===== src/rtl/tdt_dmi_pkg.sv =====
`default_nettype none
// ============================================================================
//  Module   : tdt_dmi_pkg
//  Purpose  : Shared definitions for the DMI req/ack CDC receiver: FSM state
//             encoding and default payload / counter widths.
//  Revision : 1.0  initial release
// ============================================================================
package tdt_dmi_pkg;

   // 2'b11 is deliberately left unencoded; the FSM treats it as illegal
   // and falls back to ST_IDLE.
   typedef enum logic [1:0] {
      ST_IDLE  = 2'b00,
      ST_VALID = 2'b01,
      ST_ACK   = 2'b10
   } rcv_state_t;

   localparam int DATA_W_DEF = 32;
   localparam int CNT_W_DEF  = 8;

endpackage : tdt_dmi_pkg
`default_nettype wire


===== src/rtl/tdt_dmi_req_rcv.sv =====
`default_nettype none
// ============================================================================
//  Module   : tdt_dmi_req_rcv
//  Purpose  : Destination side of a 4-phase req/ack CDC handshake on the DMI
//             path. Captures the source-held payload when the synchronized
//             request rises, offers it as a valid/ready transfer, then
//             returns a registered ack level to the source domain.
//  Ports    :
//    dst_clk   in   destination clock (only clock)
//    dst_rst   in   asynchronous active-high reset
//    req_sync  in   request level, already synchronized into dst_clk
//    src_data  in   payload, held stable by the source until ack is seen
//    dst_vld   out  payload valid toward the local consumer
//    dst_data  out  captured payload
//    dst_rdy   in   consumer accept (only meaningful while dst_vld=1)
//    ack_out   out  registered ack level toward the source synchronizer
//    busy      out  FSM is not idle
//    err_drop  out  one-cycle pulse: request withdrawn before acceptance
//    xfer_cnt  out  completed-transfer count, wraps silently
//  Revision : 1.0  initial release
// ============================================================================
module tdt_dmi_req_rcv
   import tdt_dmi_pkg::*;
#(
   parameter int DATA_W = DATA_W_DEF,
   parameter int CNT_W  = CNT_W_DEF
) (
   input  logic              dst_clk,
   input  logic              dst_rst,
   input  logic              req_sync,
   input  logic [DATA_W-1:0] src_data,
   output logic              dst_vld,
   output logic [DATA_W-1:0] dst_data,
   input  logic              dst_rdy,
   output logic              ack_out,
   output logic              busy,
   output logic              err_drop,
   output logic [CNT_W-1:0]  xfer_cnt
);

   localparam logic [CNT_W-1:0] CNT_ONE = {{(CNT_W-1){1'b0}}, 1'b1};

   rcv_state_t state;
   rcv_state_t state_nxt;
   logic       vld_nxt;
   logic       ack_nxt;
   logic       err_nxt;
   logic       capture;
   logic       cnt_inc;

   // ------------------------------------------------------------------
   // Next-state and next-output decode. Every output is a flop, so this
   // block computes the value each output takes after the coming edge.
   // ------------------------------------------------------------------
   always_comb begin
      state_nxt = state;
      vld_nxt   = 1'b0;
      ack_nxt   = 1'b0;
      err_nxt   = 1'b0;
      capture   = 1'b0;
      cnt_inc   = 1'b0;
      case (state)
         ST_IDLE: begin
            if (req_sync) begin
               state_nxt = ST_VALID;
               vld_nxt   = 1'b1;
               capture   = 1'b1;
            end
         end
         ST_VALID: begin
            // A withdrawn request takes priority over a same-cycle accept:
            // the source no longer guarantees the payload, so nothing is
            // acknowledged or counted.
            if (!req_sync) begin
               state_nxt = ST_IDLE;
               err_nxt   = 1'b1;
            end else if (dst_rdy) begin
               state_nxt = ST_ACK;
               ack_nxt   = 1'b1;
               cnt_inc   = 1'b1;
            end else begin
               vld_nxt   = 1'b1;
            end
         end
         ST_ACK: begin
            // No timeout: wait for the source to drop its request.
            if (!req_sync) begin
               state_nxt = ST_IDLE;
            end else begin
               ack_nxt   = 1'b1;
            end
         end
         default: begin
            state_nxt = ST_IDLE;
         end
      endcase
   end

   // ------------------------------------------------------------------
   // State and output registers.
   // ------------------------------------------------------------------
   always_ff @(posedge dst_clk or posedge dst_rst) begin
      if (dst_rst) begin
         state    <= ST_IDLE;
         dst_vld  <= 1'b0;
         dst_data <= '0;
         ack_out  <= 1'b0;
         busy     <= 1'b0;
         err_drop <= 1'b0;
         xfer_cnt <= '0;
      end else begin
         state    <= state_nxt;
         dst_vld  <= vld_nxt;
         ack_out  <= ack_nxt;
         busy     <= (state_nxt != ST_IDLE);
         err_drop <= err_nxt;
         if (capture) begin
            dst_data <= src_data;
         end
         if (cnt_inc) begin
            xfer_cnt <= xfer_cnt + CNT_ONE;
         end
      end
   end

endmodule : tdt_dmi_req_rcv
`default_nettype wire


===== config.mk =====
export PLATFORM = sky130hd
export DESIGN_NAME = tdt_dmi_req_rcv
export DESIGN_NICKNAME = d
export VERILOG_FILES = /design/src/rtl/tdt_dmi_pkg.sv /design/src/rtl/tdt_dmi_req_rcv.sv
export SDC_FILE = /design/constraint.sdc
export NUM_CORES = 1
export LEC_CHECK = 0
export CAP_MARGIN = 5
export CELL_PAD_IN_SITES_DETAIL_PLACEMENT = 0
export CELL_PAD_IN_SITES_GLOBAL_PLACEMENT = 1
export CORE_ASPECT_RATIO = 1.4
export CORE_UTILIZATION = 35
export DETAILED_ROUTE_END_ITERATION = 12
export HOLD_SLACK_MARGIN = 0.05
export PLACE_DENSITY = 0.93
export SETUP_SLACK_MARGIN = 0.05
export SLEW_MARGIN = 10
export SYNTH_ARGS = -nofsm -noshare
export SYNTH_HDL_FRONTEND = slang
export SYNTH_SLANG_ARGS = --single-unit

===== constraint.sdc =====
create_clock -name dst_clk -period 2.3 [get_ports dst_clk]
set_clock_uncertainty 0.15 [all_clocks]
set_input_delay 0.23 -clock dst_clk [delete_from_list [all_inputs] [get_ports dst_clk]]
set_output_delay 0.23 -clock dst_clk [all_outputs]
set_load 0.01 [all_outputs]

; Word level (Yosys, flattened, before mapping)
; Cells that the tools add are included.
[word_totals]
regBits = 46
in_bits = 36
output_inout_bits = 44
word_cells = 28
[op_classes]
addsub = 1
n_eq_ne = 2
mux = 16
reduce_logical = 2
[op_table]
columns = operator, n
row1 = $mux 1, 9
row2 = $add 8x1->8 const B, 1
row3 = $mux 2, 4
row4 = $pmux 2 s3, 1
row5 = $pmux 1 s2, 2
row6 = $eq 2x1->1 const B, 1
row7 = $eq 2x2->1 const B, 1
row8 = $logic_not 2->1, 1
row9 = $reduce_bool 2->1, 1

; Longest topological paths before layout
[logic_depth]
ltp_word = 4
mapped_depth = 5
ltp_nobuf = 5

; Worst setup path before layout
; OpenSTA, ideal clock, no wires.
[synth_timing]
path_type = register -> register
from = register state[0]
to = register dst_data[0]
setup_time_ps = 125
arrival_ps = 1290
path_slack_ps = 735
stages_incl_launch_ff = 6
path_buffers = 1
synth_period_minus_slack_ps = 1565
cell_sequence = dfrtp_1 > inv_1 > ha_1 > nand2_4 > buf_12 > mux2_4
[synth_between]
elab_chain_cells = 2
[synth_lines]
columns = element, line_no
row1 = "start, declared", tdt_dmi_req_rcv.sv:43  ; rcv_state_t state;
row2 = "start signal, assigned", tdt_dmi_req_rcv.sv:112  ; state <= state_nxt;
row3 = $logic_not 2->1, tdt_dmi_req_rcv.sv:62  ; case (state)
row4 = $mux 1, tdt_dmi_req_rcv.sv:62
row5 = "end signal, assigned", tdt_dmi_req_rcv.sv:118  ; dst_data <= src_data;
row6 = "end, declared", tdt_dmi_req_rcv.sv:33  ; output logic [DATA_W-1:0] dst_data,
; Every way passes these cells.
; A chain may end at the register's enable or synchronous reset.

; Worst setup path in the final report
[layout_timing]
from = register state[0]
to = register dst_data[29]
; Same word-level chain as after synthesis.

==> out/metrics.cfg <==
[status]
status=completed

[cts]
cts_tree=yes
ctsLongestPathBuffers=2
clkSlewWorstSetupHoldPaths_ns=0.09
cts_resized=0
hold_buffers=0
cts_root_buffer=clkbuf_8
cts_made_buffers=5
htree_levels=2
worst_skew_pair.late_latency_ns=0.29
cts_setup_buffers=0
numClockSinks=46

[min_path]
hold_class=in -> async

[place]
dpl.hpwl_mm=3.02
globalplace.congestion=0.753
portBuffers=79
dp_cells=276
place_worst_setup_slack_ns=0.450

[grt]
grt_first_pass_wirelength_mm=6.39
grtUsageTotal_pct=14.1
grt_pass1_vias=1325
grt_start_max_net_pins=25
antenna_found_initial=0
grt_overflow_total=0

[setup_path]
crit_path_start=state[0]$_DFF_PP0_
arrival_ns=1.87
cp-end-kind=flip-flop
worstSetupPathType=reg -> reg
crit-reg2reg-launch=state[0]$_DFF_PP0_
r2r-end=dst_data[29]$_DFFE_PP0P_
cpPeakStageDelay_ns=0.43
critPathRequiredTime_ns=2.33
reg2regPathDepth=5
crit_slowest_cell=dfrtp_1
crit_buf_inv=2
startpoint_type=flip-flop
ff2ff_setup_slack_ns=0.45
path_cells=inv_1 -> ha_1 -> nand2_4 -> buf_4 -> mux2_4
worstPathMaxFanout=14
cp_top_family=flip-flops

[sta]
hold_viol=0
min_period_ns=1.85
maxSlewViolCount=0
relSlewSlack_pct=66.2
setup_violations=0
tns_ns=0
fin_ws_ns=0.452
tightest_slew_ns=0.507
rsz0062_at_grt=false
max_freq_mhz=541
hold_ws_ns=0.140
fin_crit_sh_pct=80.4

[cells_and_area]
final_nets=257
finalNonFillerCells=284
multi_input_area_um2=788
syn2layout_area_growth_pct=47.8
drive_gt1_share_pct=22.2
register_area_mm2=0.00115
diodes=0
fill_cells=482

[synthesis]
ys_top_cells_by_count=dfrtp_1 (46), mux2_4 (30), ha_1 (6), nand2_1 (6)
seq_area_frac_synth_pct=56.8
post-synth-top-area-fraction_pct=56.8
syn-num-nets=170
ys_ff_latch=46
ys_top_cells_by_area=dfrtp_1 (57%), mux2_4 (22%), ha_1 (3.7%), buf_12 (3.0%), xnor2_1 (1.7%)
synth_top_area_cell=dfrtp_1
syn-cell-area_mm2=0.00203
async_flop_share_pct=100
ys.flop_type=dfrtp_1
synth_area_per_cell_um2=15.8
synth-edff-count=0
syn_inst=128
synth.most_common_cell=dfrtp_1
synth_cell_type_count=25
yosysWarnings=0

[die]
dieArea_mm2=0.00610
pin_count=80
die_h_um=92.0
fp.coreArea_mm2=0.00553
rows=32
die_w_um=66.3
start_util_pct=36.7

[route]
wl_per_cell_um=14.2
num_vias=1276
ant_nets=0
drcViolationCount=0
routed_wl_mm=4.02
drt_iter0_markers=70
dr.pass1.iters=3
avgViaCountPerCell=4.49

[flow_run]
max_cap_viol_count=0

[power]
p_leak_nw=1.37
ir_drop_v=0.000327
powerDensity_mw_per_mm2=1290

## state kept, by name (all words and copies together) (netlist names)
signal    count
ack_out       1
err_drop      1
state         2
dst_vld       1
busy          1
dst_data     32
xfer_cnt      8
## metal layers
metal  vias to the layer above  global-route usage (%)  routed length, µm
li1                        613                       -                  -
met5                         -                       0                  0
met4                         0                    4.79                 27
met2                        45                    22.2               2030
met1                       616                    17.9               1710
met3                         2                    4.73                255
## layout make-up
class	count	area share, %
clock buffers	5	2.30
well taps	68	2.84
flip-flops and latches	46	38.4
clock inverters	3	1.50
inverters	4	0.501
multi-input cells	74	26.3
repair buffers	84	28.1
## kinds of logic (layout without fill, tap and decap cells)
| group | after synthesis | in the layout | share of synthesized area (%) |
|---|---|---|---|
| multiplexers | 32 | 32 | 23.3 |
| AO/OA/AOI/OAI | 8 | 8 | 2.66 |
| buffers and inverters | 8 | 96 | 4.26 |
| flip-flops | 46 | 46 | 56.8 |
| adder cells (fa/ha/maj) | 6 | 6 | 3.71 |
| XOR/XNOR | 7 | 7 | 3.03 |
| AND/OR/NAND/NOR | 21 | 21 | 6.18 |
## where the power goes
part / internal, W / total [W] / switching, W
registers: 0.00117 / 0.00140 / 0.000229
clock network: 0.000323 / 0.000588 / 0.000265
logic: 0.00122 / 0.00188 / 0.000661
## how the worst max path moves through the flow
stage / to / cells after the start
after global placement: dst_data[17]$_DFFE_PP0P_ / 5
after detailed placement: dst_data[2]$_DFFE_PP0P_ / 5
after floorplan: dst_data[0]$_DFFE_PP0P_ / 5
after global routing: dst_data[2]$_DFFE_PP0P_ / 5
final: dst_data[29]$_DFFE_PP0P_ / 5
after CTS: dst_data[29]$_DFFE_PP0P_ / 5
## layout by cell type, fill, tap and decap left out, types with 2 or more instances in the layout
cell and count:
clkinvlp_4 2, nor3_1 2, nor2_1 2, dfrtp_1 46, inv_1 3, mux2_4 30
nor2b_1 2, clkdlybuf4s50_1 79, nand2_1 6, nand4_1 3, xnor2_1 4, xor2_1 3
mux2_2 2, buf_4 4, o211ai_1 2, ha_1 6, and3_1 2, a21oi_1 2
clkbuf_8 5
## metrics by stage
step                util [%]  power [W]  cell area [µm²]
finish                  54.2    0.00387             2990
detailed placement      52.1    0.00331             2880
global placement        52.1    0.00327             2880
CTS                     54.2    0.00392             2990
global route            54.2    0.00411             2990
floorplan                  -    0.00246             2030
(Power assumes the default switching activity.)
